### config.mk
export PLATFORM = sky130hd
export DESIGN_NAME = cfg_commit_ctrl_flat
export DESIGN_NICKNAME = d
export VERILOG_FILES = /design/src/rtl/cfg_commit_ctrl_if.sv /design/src/rtl/cfg_commit_ctrl.sv /design/src/flat_wrapper.sv
export SDC_FILE = /design/constraint.sdc
export NUM_CORES = 1
export LEC_CHECK = 0
export CAP_MARGIN = 10
export CORE_MARGIN = 1
export CORE_UTILIZATION = 30
export DETAILED_ROUTE_END_ITERATION = 6
export GPL_TIMING_DRIVEN = 1
export PLACE_DENSITY = 0.51
export SETUP_SLACK_MARGIN = 0.3
export SLEW_MARGIN = 25
export SYNTH_ARGS = -nofsm -noshare
export SYNTH_HDL_FRONTEND = slang
export SYNTH_SLANG_ARGS = --single-unit
### constraint.sdc
create_clock -name clk -period 6.9 [get_ports clk]
set_input_delay 0.69 -clock clk [delete_from_list [all_inputs] [get_ports clk]]
set_output_delay 0.69 -clock clk [all_outputs]
set_load 0.05 [all_outputs]
### src/rtl/cfg_commit_ctrl_if.sv
// Port bundle for cfg_commit_ctrl: shadow write/readback, commit request/status, active bank.
// commit_req and commit_done are single-cycle pulses; the controller always accepts a request (no ready),
// and a request made while one is already pending is absorbed by the pending commit.
interface cfg_commit_ctrl_if;
  logic         wr_en;
  logic [3:0]   wr_addr;
  logic [15:0]  wr_data;
  logic [3:0]   rd_addr;
  logic         rd_shadow;
  logic [15:0]  rd_data;
  logic         commit_req;
  logic         trigger;
  logic         synced;
  logic [255:0] cfg_bus;
  logic         busy;
  logic         dirty;
  logic         commit_done;
  logic         timed_out;
  logic [1:0]   dbg_state;

  modport master (
    output wr_en, wr_addr, wr_data, rd_addr, rd_shadow, commit_req, trigger, synced,
    input  rd_data, cfg_bus, busy, dirty, commit_done, timed_out, dbg_state
  );

  modport slave (
    input  wr_en, wr_addr, wr_data, rd_addr, rd_shadow, commit_req, trigger, synced,
    output rd_data, cfg_bus, busy, dirty, commit_done, timed_out, dbg_state
  );
endinterface

### src/rtl/cfg_commit_ctrl.sv
// Double-buffered config bank: shadow takes SPI writes, active copies the whole shadow at a safe engine point.
// Optional macro CFG_COMMIT_TIMEOUT_EN forces a pending commit after TIMEOUT_CYCLES without a trigger.
module cfg_commit_ctrl #(
  parameter logic [23:0] TIMEOUT_CYCLES = 24'd2_000_000
) (
  input  logic          clk,
  input  logic          reset_n,
  cfg_commit_ctrl_if.slave cfg
);

  localparam logic [1:0] IDLE   = 2'd0;
  localparam logic [1:0] ARMED  = 2'd1;
  localparam logic [1:0] COMMIT = 2'd2;

  localparam logic [15:0] DEFAULTS [16] = '{
    16'h0037, 16'd60,   16'd128,  16'd2,
    16'd0,    16'd7680, 16'd0,    16'd2560,
    16'd5120, 16'd0,    16'd342,  16'd342,
    16'd2000, 16'd0,    16'd0,    16'd0
  };

  // A zero timeout would make the terminal count underflow.
  if (TIMEOUT_CYCLES == 24'd0) begin : g_bad_timeout
    $error("cfg_commit_ctrl: TIMEOUT_CYCLES must be nonzero");
  end

  logic [15:0] sh  [16];
  logic [15:0] act [16];
  logic [1:0]  state;
  logic [1:0]  state_next;
  logic        arm;
  logic        timeout_fire;
  logic        timed_out_q;
  logic [15:0] rd_data_q;
  logic        busy_q;
  logic        dirty_q;
  logic        commit_done_q;

`ifdef CFG_COMMIT_TIMEOUT_EN
  logic [23:0] wait_cnt;
`endif

  // Next-state: arm clears the wait counter whenever ARMED is entered.
  always_comb begin
    state_next   = state;
    arm          = 1'b0;
    timeout_fire = 1'b0;
    case (state)
      IDLE: begin
        if (cfg.commit_req) begin
          state_next = cfg.synced ? ARMED : COMMIT;
          arm        = cfg.synced;
        end
      end
      ARMED: begin
        if (cfg.trigger || !cfg.synced) begin
          state_next = COMMIT;
        end
`ifdef CFG_COMMIT_TIMEOUT_EN
        else if (wait_cnt == TIMEOUT_CYCLES - 24'd1) begin
          state_next   = COMMIT;
          timeout_fire = 1'b1;
        end
`endif
      end
      COMMIT: begin
        if (cfg.commit_req) begin
          state_next = cfg.synced ? ARMED : COMMIT;
          arm        = cfg.synced;
        end else begin
          state_next = IDLE;
        end
      end
      default: state_next = IDLE;
    endcase
  end

  always_ff @(posedge clk) begin
    if (!reset_n) begin
      state         <= IDLE;
      busy_q        <= 1'b0;
      dirty_q       <= 1'b0;
      commit_done_q <= 1'b0;
      rd_data_q     <= 16'd0;
    end else begin
      state         <= state_next;
      busy_q        <= (state_next != IDLE);
      commit_done_q <= (state == COMMIT);
      rd_data_q     <= cfg.rd_shadow ? sh[cfg.rd_addr] : act[cfg.rd_addr];
      // A write landing on the commit edge misses the copy, so the shadow stays dirty.
      if (cfg.wr_en) begin
        dirty_q <= 1'b1;
      end else if (state == COMMIT) begin
        dirty_q <= 1'b0;
      end
    end
  end

  // Bank storage: active copies the pre-write shadow on the COMMIT edge.
  always_ff @(posedge clk) begin
    if (!reset_n) begin
      for (int i = 0; i < 16; i++) begin
        sh[i]  <= DEFAULTS[i];
        act[i] <= DEFAULTS[i];
      end
    end else begin
      if (state == COMMIT) begin
        for (int i = 0; i < 16; i++) begin
          act[i] <= sh[i];
        end
      end
      if (cfg.wr_en) begin
        sh[cfg.wr_addr] <= cfg.wr_data;
      end
    end
  end

`ifdef CFG_COMMIT_TIMEOUT_EN
  always_ff @(posedge clk) begin
    if (!reset_n) begin
      wait_cnt    <= 24'd0;
      timed_out_q <= 1'b0;
    end else begin
      if (arm) begin
        wait_cnt <= 24'd0;
      end else if (state == ARMED && wait_cnt != 24'hFF_FFFF) begin
        wait_cnt <= wait_cnt + 24'd1;
      end
      if (timeout_fire) begin
        timed_out_q <= 1'b1;
      end
    end
  end
`else
  assign timed_out_q = 1'b0;
`endif

  always_comb begin
    cfg.cfg_bus = '0;
    for (int i = 0; i < 16; i++) begin
      cfg.cfg_bus[16*i +: 16] = act[i];
    end
  end

  assign cfg.rd_data     = rd_data_q;
  assign cfg.busy        = busy_q;
  assign cfg.dirty       = dirty_q;
  assign cfg.commit_done = commit_done_q;
  assign cfg.timed_out   = timed_out_q;
  assign cfg.dbg_state   = state;

endmodule

### src/flat_wrapper.sv
// flat-port wrapper written by rule: the top's interface ports become plain ports
module cfg_commit_ctrl_flat 
#(
  parameter logic [23:0] TIMEOUT_CYCLES = 24'd2_000_000
)
  (clk, reset_n, cfg_wr_en, cfg_wr_addr, cfg_wr_data, cfg_rd_addr, cfg_rd_shadow, cfg_commit_req, cfg_trigger, cfg_synced, cfg_rd_data, cfg_cfg_bus, cfg_busy, cfg_dirty, cfg_commit_done, cfg_timed_out, cfg_dbg_state);
  cfg_commit_ctrl_if cfg_i ();
  input  logic clk;
  input  logic reset_n;
  input wire logic [$bits(cfg_i.wr_en)-1:0] cfg_wr_en;
  input wire logic [$bits(cfg_i.wr_addr)-1:0] cfg_wr_addr;
  input wire logic [$bits(cfg_i.wr_data)-1:0] cfg_wr_data;
  input wire logic [$bits(cfg_i.rd_addr)-1:0] cfg_rd_addr;
  input wire logic [$bits(cfg_i.rd_shadow)-1:0] cfg_rd_shadow;
  input wire logic [$bits(cfg_i.commit_req)-1:0] cfg_commit_req;
  input wire logic [$bits(cfg_i.trigger)-1:0] cfg_trigger;
  input wire logic [$bits(cfg_i.synced)-1:0] cfg_synced;
  output wire logic [$bits(cfg_i.rd_data)-1:0] cfg_rd_data;
  output wire logic [$bits(cfg_i.cfg_bus)-1:0] cfg_cfg_bus;
  output wire logic [$bits(cfg_i.busy)-1:0] cfg_busy;
  output wire logic [$bits(cfg_i.dirty)-1:0] cfg_dirty;
  output wire logic [$bits(cfg_i.commit_done)-1:0] cfg_commit_done;
  output wire logic [$bits(cfg_i.timed_out)-1:0] cfg_timed_out;
  output wire logic [$bits(cfg_i.dbg_state)-1:0] cfg_dbg_state;
  assign cfg_i.wr_en = cfg_wr_en;
  assign cfg_i.wr_addr = cfg_wr_addr;
  assign cfg_i.wr_data = cfg_wr_data;
  assign cfg_i.rd_addr = cfg_rd_addr;
  assign cfg_i.rd_shadow = cfg_rd_shadow;
  assign cfg_i.commit_req = cfg_commit_req;
  assign cfg_i.trigger = cfg_trigger;
  assign cfg_i.synced = cfg_synced;
  assign cfg_rd_data = cfg_i.rd_data;
  assign cfg_cfg_bus = cfg_i.cfg_bus;
  assign cfg_busy = cfg_i.busy;
  assign cfg_dirty = cfg_i.dirty;
  assign cfg_commit_done = cfg_i.commit_done;
  assign cfg_timed_out = cfg_i.timed_out;
  assign cfg_dbg_state = cfg_i.dbg_state;
  cfg_commit_ctrl #(.TIMEOUT_CYCLES(TIMEOUT_CYCLES)) u_core (.clk(clk), .reset_n(reset_n), .cfg(cfg_i));
endmodule
# Yosys cells after proc, flatten, opt, wreduce, memory -nomap -nowiden
# Memory sizes are Yosys's and may differ from the RTL's.
# Cells that the tools add are included.
word_totals:
  register_bits: 21
  ramBits: 512
  input_bits: 31
  output_inout_bits: 278
  elab_cells: 65
  n_memories: 2
memory_table:
  columns: ["memory", "depth", "width", "read_ports", "rd_clocked_by_memory_dff", "write_ports", "line", "rtl"]
  rows:
  - ["u_core.act", 16, 16, 17, 0, 16, "cfg_commit_ctrl.sv:28", "logic [15:0] act [16];"]
  - ["u_core.sh", 16, 16, 17, 0, 16, "cfg_commit_ctrl.sv:27", "logic [15:0] sh [16];"]
classes:
  eq_ne: 2
  n_mux: 34
  bitwise: 16
  n_reduce_logical: 6
ops:
  columns: ["cell", "count"]
  rows:
  - ["16-bit two-way mux", 18]
  - ["1-bit OR", 16]
  - ["16-bit OR reduction", 1]
  - ["1-bit two-way mux", 10]
  - ["2-bit two-way mux", 4]
  - ["2-bit case mux with 3 select lines", 1]
  - ["4-bit two-way mux", 1]
  - ["2-bit nonzero test", 2]
  - ["2-bit by 1-bit == test with 1-bit output (second input constant)", 1]
  - ["2-bit == test (second input constant)", 1]
  - ["2-bit logical NOT", 1]
  - ["1-bit logical NOT", 1]
  - ["1-bit logical OR", 1]

# Logic depth before layout (Yosys ltp)
logic_depth:
  ltp_word: 5
  mapped_depth: 7
  ltp_nobuf: 4

# Worst setup path after synthesis
# No wires, ideal clock.
synth_path:
  path_type: "in2reg"
  startpoint: "in reset_n"
  endpoint: "mem u_core.act[0][0] (enable)"
  setup_ns: 1.965
  arrival_ns: 5.482
  required_ns: 4.935
  setup_slack_ns: -0.547
  path_stages: 4
  path_buffers: 3
  path_cell_list: "buf_4 -> clkbuf_1 -> buf_1 -> nand2_1"
synth_lines:
  columns: ["element", "line", "rtl"]
  rows:
  - ["from (decl)", "flat_wrapper.sv:9", "input logic reset_n;"]
  - ["to (decl)", "cfg_commit_ctrl.sv:28", null]

==> metrics.md <==
| Metric | Value |
|---|---|
| DR pass1 iterations | 7 |
| Largest net degree at the start of global routing | roughly 110 |
| Largest area contributor in the netlist | edfxtp_1 |
| Complex-gate fraction of the synthesized area | 0.0288 |
| Post-Route Setup TNS | 0 ns |
| Post-synthesis adder-cell area fraction | 0 |
| DPL Wire Length | 54.9 mm |
| Final min period | 3.21 ns |
| #FFs+latches synth | 533 |
| Clock transition at the registers of the reported paths | 0.06 ns |
| Final net count | approximately 1800 |
| Die Ht | 284 um |
| Finished Core Util | 0.379 |
| Drt drc | 2 |
| Post-synthesis mux area share | 0.137 |
| Post-synthesis xor/xnor area fraction | 0 |
| Num ports | 309 |
| CTS tree | yes |
| Clock Skews | 0.0154 ns |
| Top cells by count, synth | edfxtp_1 (512), and2_1 (443), mux4_2 (91) |
| Post-DRT Antenna Nets | 0 |
| Vias/cell | 4.94 |
| Warnings from Yosys | 0 |
| Post-synthesis cell count | ~1500 |
| Fraction of registers with async set/reset | 0 |
| Initial antenna violation count | 6 |
| Simple-gate area share of the yosys netlist | 0.146 |
| Area growth from synthesis to final layout | 25.0% |
| Hold Buf Count CTS | 0 |
| Routed wire length | 79.0 mm |
| Switching fraction of total power | 0.270 |
| CP endpoint kind | flip-flop |
| Vias in the first global route | 14800 |
| Seq pwr share | 0.483 |
| CP required | just over 7 ns |
| Initial Util | 0.303 |
| RSZ-0062 raised after global routing | no |
| Final instance area | 29900 um^2 |
| Top-area cell type share of the netlist area | 0.643 |
| Worst-Skew Late Latency | 0.60 ns |
| Pwr/cell area | 272 nW/um^2 |
| Leakage | 0.0102 uW |
| Final GP Congestion | between 0.8 and 0.9 |
| CP arrival | 3.49 ns |
| Post-synthesis sequential area ratio | 0.661 |
| Syn Area/Cell | around 16 um^2 |
| Clock root buffer | clkbuf_16 |
| Run status | finished, violations left |
| Detailed Route Iter0 Violations | about 1100 |
| Comb power frac | 0.146 |
| H-tree levels | 2 |
| Failing checks | DRC |
| Final setup viols | 0 |
| Sw power | roughly 2200 uW |
| CTS Sinks | 533 |
| Ratio of final minimum period to clock period | 0.465 |
| Register area | 15800 um^2 |
| Number of flops mapped to enable cells by yosys | 512 |
| Global-route wire length before repair | between 100 and 150 mm |
| Max Cap Violations | 0 |
| Slew headroom | 0.224 |
| Clock Path Buffers | 3 |
| # rows | around 100 |
| Most common cell in the netlist | edfxtp_1 |
| Fmax achieved | 312 MHz |
| Post-CTS Setup Repair Bufs | 0 |
| Peak supply drop | around 0.18 mV |
| Clock power frac | 0.371 |
| Min-Delay Path Class | reg2reg |
| Critical Path Fanout Max | 57 |
| Cts bufs inserted | 56 |
| Synth cell types | 39 |
| CP Launch Type | input pin |
| Kind of critical path | in2reg |
| Buffers on Ports | 307 |
| Place WS | ~3.1 ns |
| Multi-input gate area | 7530 um^2 |
| CORE AREA | 78900 um^2 |
| Slew Viols, Final | 0 |
| Internal power | 5940 uW |
| Final hold slack | 0.503 ns |
| Layout cells sized above 1 | 0.149 |
| Gr usage total | 0.193 |
| Full die area | a little over 80000 um^2 |
| Min setup slack post-route | 3.69 ns |
| Largest family of logic cells by synthesized area | simple AND/OR/NAND/NOR gates |
| Prevailing post-synth register cell | edfxtp_1 |
| Via count | around 14000 |
| Final hold viol count | 0 |
| Routed len/inst | 27.5 um |
| Die Wd | 284 um |
| Worst slew pin tran | roughly 1.2 ns |
| Grt total ovfl | 0 |
| Synthesized cell area | around 24000 um^2 |
| Cell Area, Placed | ~28000 um^2 |
| Syn nets | 1524 |
| Synth top area cells | edfxtp_1 (64%), and2_1 (12%), mux4_2 (8.6%) |
| Post-CTS Resized | 0 |
| Filler cells | 7424 |
==> sequential cells by signal (all words and copies together), names as in the netlist <==
register,count
u_core.act,256
u_core.sh,256
u_core.cfg.rd_data,16
u_core.cfg.dbg_state,2
u_core.cfg.busy,1
u_core.cfg.commit_done,1
u_core.cfg.dirty,1
==> critical path, stage by stage <==
cell	delay, ns
buf_4	0.50
nand4b_1	0.79
o21ai_1	1.02
buf_4	0.39
==> final timing paths <==
path | startpoint | end | slack [ns] | depth (start not counted)
hold reg to reg | u_core.cfg.dirty$_SDFFE_PN0P_ | u_core.cfg.dirty$_SDFFE_PN0P_ | 0.50 | 2
hold / removal | u_core.cfg.dirty$_SDFFE_PN0P_ | u_core.cfg.dirty$_SDFFE_PN0P_ | 0.50 | 2
setup / recovery | reset_n | u_core.sh[9][9]$_SDFFCE_PN0P_ | 3.69 | 4
setup reg to reg | u_core.cfg.dbg_state[0]$_SDFF_PN0_ | u_core.act[5][10]$_SDFFCE_PN1P_ | 4.13 | 4
==> layout by cell type, fill, tap and decap left out, types with 6 or more instances in the layout <==
cell type	n
o2111ai_1	7
a31oi_1	17
mux4_1	21
nor2_1	10
and2_1	443
dfxtp_1	21
mux2i_1	32
o21ai_1	12
buf_4	38
a22oi_1	16
mux4_2	91
mux2_2	32
o21ai_0	10
edfxtp_1	512
bufinv_16	6
nand2_1	17
clkbuf_1	15
nand2b_1	34
o221ai_2	10
o221ai_1	6
clkinv_1	10
or3_1	41
clkinv_2	11
a221oi_1	9
clkdlybuf4s50_1	303
clkbuf_16	57
==> power groups by stage <==
stage,clock (uW),combinational [uW],sequential [uW]
2_1_floorplan,0,374,4320
3_3_place_gp,0,1190,4000
3_5_place_dp,0,1200,4000
4_1_cts,3070,1200,3930
5_1_grt,3190,1240,3950
6_report,3020,1190,3930
==> per-stage QoR <==
step / std cells / total power (uW)
floorplan: 1493 / 4690
global placement: 2769 / 5190
detailed placement: 2770 / 5200
CTS: 2874 / 8210
global route: 2874 / 8380
finish: 2876 / 8140
==> metal layers <==
metal	part of all wire	vias to the layer above	global-route usage
met1	0.43	7443	0.252
li1	-	6185	-
met3	0.062	93	0.0432
met2	0.49	473	0.323
met5	0.00084	-	0
met4	0.023	10	0.0481
==> logic make-up after synthesis <==
kind of cell / Yosys count
compound gates: 89
buf+inv: 123
flops: 533
mux: 176
other cells: 1
simple gates: 571
==> cell type report <==
| class | count | share of cell area |
|---|---|---|
| antenna | 2 | 0.000168 |
| clock buffer | 75 | 0.0510 |
| clock inverter | 29 | 0.00963 |
| inverter | 3 | 0.000461 |
| multi-input combinational | 837 | 0.252 |
| sequential | 533 | 0.529 |
| tap | 1050 | 0.0440 |
| timing repair buffer | 347 | 0.114 |
(Power assumes the default switching activity.)
